--- config.mk ---
export PLATFORM = sky130hd
export DESIGN_NAME = fb_frame_reader
export DESIGN_NICKNAME = d
export VERILOG_FILES = /design/src/rtl/fb_pkg.sv /design/src/rtl/fb_rd_fifo.sv /design/src/rtl/fb_frame_reader.sv
export SDC_FILE = /design/constraint.sdc
export NUM_CORES = 1
export LEC_CHECK = 0
export ABC_AREA = 1
export CORE_MARGIN = 2
export CORE_UTILIZATION = 35
export DETAILED_ROUTE_END_ITERATION = 10
export GPL_TIMING_DRIVEN = 0
export PLACE_DENSITY_LB_ADDON = 0.2
export SKIP_CTS_REPAIR_TIMING = 1
export SLEW_MARGIN = 10
export SYNTH_ARGS = -nofsm -noshare
export SYNTH_HDL_FRONTEND = slang
export SYNTH_SLANG_ARGS = --single-unit
--- constraint.sdc ---
create_clock -name clk -period 5.9 [get_ports clk]
set_input_delay 1.18 -clock clk [delete_from_list [all_inputs] [get_ports clk]]
set_output_delay 1.18 -clock clk [all_outputs]
set_load 0.01 [all_outputs]
--- src/rtl/fb_pkg.sv ---
// fb_pkg: shared constants and types for the frame-buffer read path.
package fb_pkg;

    localparam int DEF_FRAME_W = 320;
    localparam int DEF_FRAME_H = 240;
    localparam int DEF_ADDR_W  = 18;
    localparam int DEF_DATA_W  = 12;

    typedef logic [DEF_DATA_W-1:0] pixel_t;

    typedef enum logic [1:0] {
        IDLE  = 2'd0,
        READ  = 2'd1,
        DRAIN = 2'd2,
        DONE  = 2'd3
    } rd_state_t;

    // Side-band carried alongside each outstanding BRAM read.
    typedef struct packed {
        logic vld;
        logic sof;
        logic eol;
    } rdTag_t;

endpackage

--- src/rtl/fb_rd_fifo.sv ---
// fb_rd_fifo: small synchronous first-word-fall-through FIFO with occupancy count.
module fb_rd_fifo #(
    parameter int WIDTH = 14,
    parameter int DEPTH = 4,
    parameter int CNT_W = $clog2(DEPTH + 1)
) (
    input  logic             clk,
    input  logic             rst,
    input  logic             pushEn,
    input  logic [WIDTH-1:0] pushData,
    input  logic             popEn,
    output logic [WIDTH-1:0] headData,
    output logic             headValid,
    output logic [CNT_W-1:0] count
);
    localparam int PW = (DEPTH > 1) ? $clog2(DEPTH) : 1;
    localparam logic [PW-1:0]    LAST_PTR = PW'(DEPTH - 1);
    localparam logic [CNT_W-1:0] FULL_CNT = CNT_W'(DEPTH);

    logic [WIDTH-1:0] mem [DEPTH];
    logic [PW-1:0]    wrPtr, rdPtr;
    logic [CNT_W-1:0] cnt;
    logic             doPush, doPop;

    // Pop only a present word; a push into a full FIFO is allowed only alongside a pop.
    assign doPop  = popEn && (cnt != '0);
    assign doPush = pushEn && ((cnt != FULL_CNT) || doPop);

    assign headData  = mem[rdPtr];
    assign headValid = (cnt != '0);
    assign count     = cnt;

    // Storage array: no reset needed, validity is tracked by cnt.
    always_ff @(posedge clk) begin
        if (doPush) mem[wrPtr] <= pushData;
    end

    // Pointers and occupancy; push+pop together leaves the count unchanged.
    always_ff @(posedge clk) begin
        if (rst) begin
            wrPtr <= '0;
            rdPtr <= '0;
            cnt   <= '0;
        end else begin
            if (doPush) wrPtr <= (wrPtr == LAST_PTR) ? '0 : wrPtr + PW'(1);
            if (doPop)  rdPtr <= (rdPtr == LAST_PTR) ? '0 : rdPtr + PW'(1);
            case ({doPush, doPop})
                2'b10:   cnt <= cnt + CNT_W'(1);
                2'b01:   cnt <= cnt - CNT_W'(1);
                default: ;
            endcase
        end
    end

endmodule

--- src/rtl/fb_frame_reader.sv ---
// fb_frame_reader: raster scan-out of one frame from the pixel BRAM into a valid/ready stream.
module fb_frame_reader
    import fb_pkg::*;
#(
    parameter int FRAME_W    = DEF_FRAME_W,
    parameter int FRAME_H    = DEF_FRAME_H,
    parameter int ADDR_W     = DEF_ADDR_W,
    parameter int DATA_W     = DEF_DATA_W,
    parameter int RD_LAT     = 2,
    parameter int FIFO_DEPTH = 4
) (
    input  logic              clk,
    input  logic              rst,
    input  logic              start,
    output logic              busy,
    output logic              done,
    output logic [ADDR_W-1:0] RdAddr,
    output logic              RdEn,
    input  logic [DATA_W-1:0] RdDout,
    output logic [DATA_W-1:0] m_data,
    output logic              m_valid,
    input  logic              m_ready,
    output logic              m_sof,
    output logic              m_eol
);
    localparam int XW  = (FRAME_W > 1) ? $clog2(FRAME_W) : 1;
    localparam int YW  = (FRAME_H > 1) ? $clog2(FRAME_H) : 1;
    localparam int FCW = $clog2(FIFO_DEPTH + 1);
    localparam int CW  = $clog2(FIFO_DEPTH + RD_LAT + 2) + 1;
    localparam int FW  = DATA_W + 2;

    localparam logic [XW-1:0] LAST_COL  = XW'(FRAME_W - 1);
    localparam logic [YW-1:0] LAST_LINE = YW'(FRAME_H - 1);

    rd_state_t         state, stateNext;
    logic [ADDR_W-1:0] rdAddrQ, addrNext;
    logic [XW-1:0]     colCnt, colNext;
    logic [YW-1:0]     lineCnt, lineNext;
    logic              issueNext;

    // Stage 0 is the read being issued this cycle; stage RD_LAT lines up with RdDout.
    rdTag_t            vldPipe [RD_LAT:0];

    logic [FCW-1:0]    fifoCount;
    logic [FW-1:0]     fifoHead;
    logic              fifoValid;
    logic [CW-1:0]     inflight, occNext;
    logic              rdEn, pop, creditOk, lastIssue, lastPop;

    assign rdEn      = vldPipe[0].vld;
    assign pop       = fifoValid && m_ready;
    assign lastIssue = rdEn && (colCnt == LAST_COL) && (lineCnt == LAST_LINE);
    assign lastPop   = pop && (fifoCount == FCW'(1)) && (inflight == '0);

    // Credit check: words held plus reads outstanding after this cycle must leave room.
    always_comb begin
        inflight = '0;
        for (int i = 1; i <= RD_LAT; i++) inflight = inflight + CW'(vldPipe[i].vld);
        occNext  = CW'(fifoCount) + inflight + CW'(rdEn) - CW'(pop);
        creditOk = (occNext < CW'(FIFO_DEPTH));
    end

    // Next-state, next-address and issue decision for the following cycle.
    always_comb begin
        stateNext = state;
        addrNext  = rdAddrQ;
        colNext   = colCnt;
        lineNext  = lineCnt;
        issueNext = 1'b0;
        case (state)
            IDLE: begin
                if (start) begin
                    stateNext = READ;
                    addrNext  = '0;
                    colNext   = '0;
                    lineNext  = '0;
                    issueNext = 1'b1;
                end
            end
            READ: begin
                if (lastIssue) begin
                    stateNext = DRAIN;
                end else begin
                    if (rdEn) begin
                        addrNext = rdAddrQ + ADDR_W'(1);
                        if (colCnt == LAST_COL) begin
                            colNext  = '0;
                            lineNext = lineCnt + YW'(1);
                        end else begin
                            colNext = colCnt + XW'(1);
                        end
                    end
                    issueNext = creditOk;
                end
            end
            DRAIN: begin
                if (lastPop) stateNext = DONE;
            end
            DONE: begin
                stateNext = IDLE;
            end
            default: stateNext = IDLE;
        endcase
    end

    // FSM state and raster counters; address holds at the last pixel after the final issue.
    always_ff @(posedge clk) begin
        if (rst) begin
            state   <= IDLE;
            rdAddrQ <= '0;
            colCnt  <= '0;
            lineCnt <= '0;
        end else begin
            state   <= stateNext;
            rdAddrQ <= addrNext;
            colCnt  <= colNext;
            lineCnt <= lineNext;
        end
    end

    // Tag pipe: registers the next issue and shifts tags in step with the BRAM latency.
    always_ff @(posedge clk) begin
        if (rst) begin
            for (int i = 0; i <= RD_LAT; i++) vldPipe[i] <= '0;
        end else begin
            vldPipe[0] <= '{vld: issueNext, sof: (addrNext == '0), eol: (colNext == LAST_COL)};
            for (int i = 1; i <= RD_LAT; i++) vldPipe[i] <= vldPipe[i-1];
        end
    end

    fb_rd_fifo #(
        .WIDTH (FW),
        .DEPTH (FIFO_DEPTH),
        .CNT_W (FCW)
    ) uFifo (
        .clk       (clk),
        .rst       (rst),
        .pushEn    (vldPipe[RD_LAT].vld),
        .pushData  ({RdDout, vldPipe[RD_LAT].sof, vldPipe[RD_LAT].eol}),
        .popEn     (pop),
        .headData  (fifoHead),
        .headValid (fifoValid),
        .count     (fifoCount)
    );

    assign RdEn    = rdEn;
    assign RdAddr  = rdAddrQ;
    assign busy    = (state != IDLE);
    assign done    = (state == DONE);
    assign m_valid = fifoValid;
    assign m_data  = fifoValid ? fifoHead[FW-1:2] : '0;
    assign m_sof   = fifoValid && fifoHead[1];
    assign m_eol   = fifoValid && fifoHead[0];

endmodule

==> summary.md <==
| Metric | Value |
|---|---|
| Final Max Slew Viols | `0` |
| Worst Path Buf+Inv | `3` |
| Max Fclk | `0.260 GHz` |
| Largest net degree at the start of global routing | `19` |
| Post-synthesis cell area | `5410 µm²` |
| Starting Density | `0.357` |
| Die W | `128 µm` |
| Clock sinks | `111` |
| Seq cells post-synth | `111` |
| RD Place Congestion | `0.844` |
| Post-synthesis xor/xnor area fraction | `0.0113` |
| Worst path top cell family by delay | `buffers and inverters` |
| Area post-placement | `6180 µm²` |
| Clock Path Buffers | `2` |
| CP required | `4.72 ns` |
| Mux cell area share after synthesis | `0` |
| Adder-Cell Fraction of Synth Area | `0.0555` |
| Die Footprint | `16500 µm²` |
| Core box area | `15100 µm²` |
| Vias per Instance | `4.93` |
| Initial antenna violation count | `0` |
| Half-perimeter wire length after placement | `9280 µm` |
| Crit Path Class | `flip-flop to output pin` |
| CP arrival | `2.66 ns` |
| Period utilisation layout | `0.651` |
| Layout area overhead | `19.5%` |
| Leakage | `2.60 nW` |
| Latest clock arrival within the worst-skew pair | `0.36 ns` |
| Distinct cells, synth | `39` |
| Synthesized Nets | `694` |
| Avg Inst Size Synth | `8.27 µm²` |
| 1st-pass router iterations | `4` |
| Slew HR | `0.427` |
| Clock skew | `0.00629 ns` |
| CP peak stage delay | `0.57 ns` |
| Share of layout cells above drive strength 1 | `0.0554` |
| Port Buffers | `50` |
| Top cell type's share of synthesized area | `0.311` |
| DRC | `0` |
| Pre-CTS setup slack | `2.39 ns` |
| Worst R2R Start | `uFifo.count[0]$_SDFFE_PP0P_` |
| Max Cap Violations | `0` |
| Compound-Gate Fraction of Synth Area | `0.115` |
| Routed wire length | `13100 µm` |
| Worst setup EP type | `output pin` |
| Simple-gate area share of the yosys netlist | `0.233` |
| Startpoint types | `flip-flop` |
| Seq/Total Area, Yosys | `0.514` |
| Crit-path max FO | `10` |
| Post-route design area | `6460 µm²` |
| Vias in the first global route | `4263` |
| Unrepaired setup endpoints after global routing | `no` |
| Final ANT Viol Nets | `0` |
| CTS buffer count | `9` |
| Final hold vios | `0` |
| Total congestion overflow | `0` |
| HP Start | `vldPipe[0][0]$_SDFF_PP0_` |
| Setup TNS | `0 ns` |
| Final Critical Period | `3.84 ns` |
| Worst Hold Class | `flip-flop to flip-flop` |
| Total track usage | `0.168` |
| Syn Inst Count | `654` |
| Via count | `4485` |
| Nets@finish | `757` |
| Slowest CP cell | `clkdlybuf4s50_1` |
| # setup viols final | `0` |
| Largest family of logic cells by synthesized area | `simple AND/OR/NAND/NOR gates` |
| Maximum vdd drop | `0.208 mV` |
| Post-layout util | `0.427` |
| Setup WS post-layout | `2.06 ns` |
| # IOs | `52` |
| Clk root buf | `clkbuf_16` |
| CTS tree | `built` |
| Die height | `128 µm` |
| Syn. warnings | `0` |
| Clk slew on worst S/H paths | `0.07 ns` |
| Ant. Diodes | `0` |
| Tightest Pin Transition | `0.858 ns` |
| First-pass GRT wire length | `21400 µm` |
| Worst-path cell chain | `clkbuf_1, clkbuf_1, nor2_1, nor2_1, o21ai_0, a21oi_1, clkdlybuf4s50_1` |
| # rows | `45` |
| Synth area leader | `edfxtp_1` |
| Area contributors post-synth | `edfxtp_1, dfxtp_1, nor2_1, nand2_1, ha_1` |
| Routed length per placed instance | `14.4 µm` |
| H-Tree Depth | `3` |
| Outcome | `completed` |
| Initial drt markers | `249` |
| PD cells | `386 nW/µm²` |
==> flip-flops by register name, indices dropped and copies added, names as in the netlist, 3 cells and up, named ones only <==
register     count
uFifo.mem       56
RdAddr          18
colCnt           9
vldPipe          9
lineCnt          8
uFifo.count      3
==> through the flow <==
step	hold WS, ns	std cells	power (mW)
after floorplan	0.388	654	1.54
after global placement	0.391	892	1.90
after detailed placement	0.396	894	1.92
after CTS	0.403	910	2.53
after global routing	0.411	910	2.68
final	0.401	910	2.49
==> worst paths after layout <==
path                                            endpoint  slack [ns]  cells after the start
worst max-delay path                           m_data[4]        2.06                      7
worst min-delay path            vldPipe[0][3]$_SDFF_PP0_        0.40                      2
worst min register to register  vldPipe[0][3]$_SDFF_PP0_        0.40                      2
worst max register to register  vldPipe[0][2]$_SDFF_PP0_        3.15                     14
==> cells in the mapped netlist <==
master and number:
nor4_1 1, o21ai_0 46, edfxtp_1 56, clkbuf_1 12
buf_1 3, inv_1 78, nor2_4 1, nor3_1 8
nand4_1 5, buf_2 3, o211a_1 1, o21bai_1 6
nand2_2 2, a21oi_1 41, nand3b_1 3, nand3_1 25
o21ai_1 3, nor2_1 128, ha_1 24, nor3_2 1
a41oi_1 1, a31oi_1 2, inv_2 2, and3_1 1
xor2_1 6, buf_6 1, nand2_1 117, a22oi_1 3
o211ai_1 2, dfxtp_1 55, a211oi_1 4, nor2_2 5
a21oi_2 1, a32oi_1 1, nand2_4 2, a31o_1 1
xnor2_1 1, clkinv_1 1, nor2_8 1
==> layout by cell type, fill, tap and decap left out, drive strengths merged <==
cell type / instances
nor2: 135
nand2: 121
inv: 83
edfxtp: 56
dfxtp: 55
clkdlybuf4s50: 50
o21ai: 49
a21oi: 42
nand3: 25
ha: 24
clkbuf: 23
nor3: 9
buf: 9
xor2: 6
o21bai: 6
nand4: 5
a211oi: 4
nand3b: 3
a22oi: 3
clkinv: 3
a31oi: 2
o211ai: 2
a32oi: 1
a31o: 1
nor4: 1
a41oi: 1
o211a: 1
and3: 1
xnor2: 1
==> final cells by class <==
class                           instances  area (µm²)
Inverter                               81         304
Sequential cell                       111        2780
Fill cell                            1496        8680
Multi-Input combinational cell        443        2250
Timing Repair Buffer                   52         527
Tap cell                              188         235
Clock buffer                           11         243
Clock inverter                          5        40.0
Buffer                                 19        82.6
==> layer usage <==
layer / wire length, µm / share of wire / GRT usage / vias to the layer above
li1: - / - / - / 2263
met1: 5830 / 0.44 / 0.210 / 2093
met2: 6420 / 0.49 / 0.287 / 115
met3: 699 / 0.053 / 0.0437 / 14
met4: 168 / 0.013 / 0.0465 / 0
met5: 0 / 0 / 0 / -
==> power breakdown <==
| part | total (mW) | switching (mW) | internal (mW) |
|---|---|---|---|
| Sequential | 0.902 | 0.0404 | 0.861 |
| Clock | 0.590 | 0.287 | 0.303 |
| Combinational | 1.00 | 0.634 | 0.368 |
| Total | 2.49 | 0.961 | 1.53 |
==> logic make-up (layout without fill, tap and decap cells) <==
family,Yosys count,after routing
AO/OA/AOI/OAI,112,112
XOR/XNOR,7,7
adder cells (fa/ha/maj),24,24
buffers and inverters,100,168
flip-flops,111,111
AND/OR/NAND/NOR,300,300
==> tightest hold or removal path, delay by kind of cell, from the launching register on <==
family | cells | cell delay, ns
DFF | 1 | 0.30
and+or+nand+nor | 1 | 0.03
buffers and inverters | 1 | 0.04
Note: power is estimated with default switching activity, not from simulation.
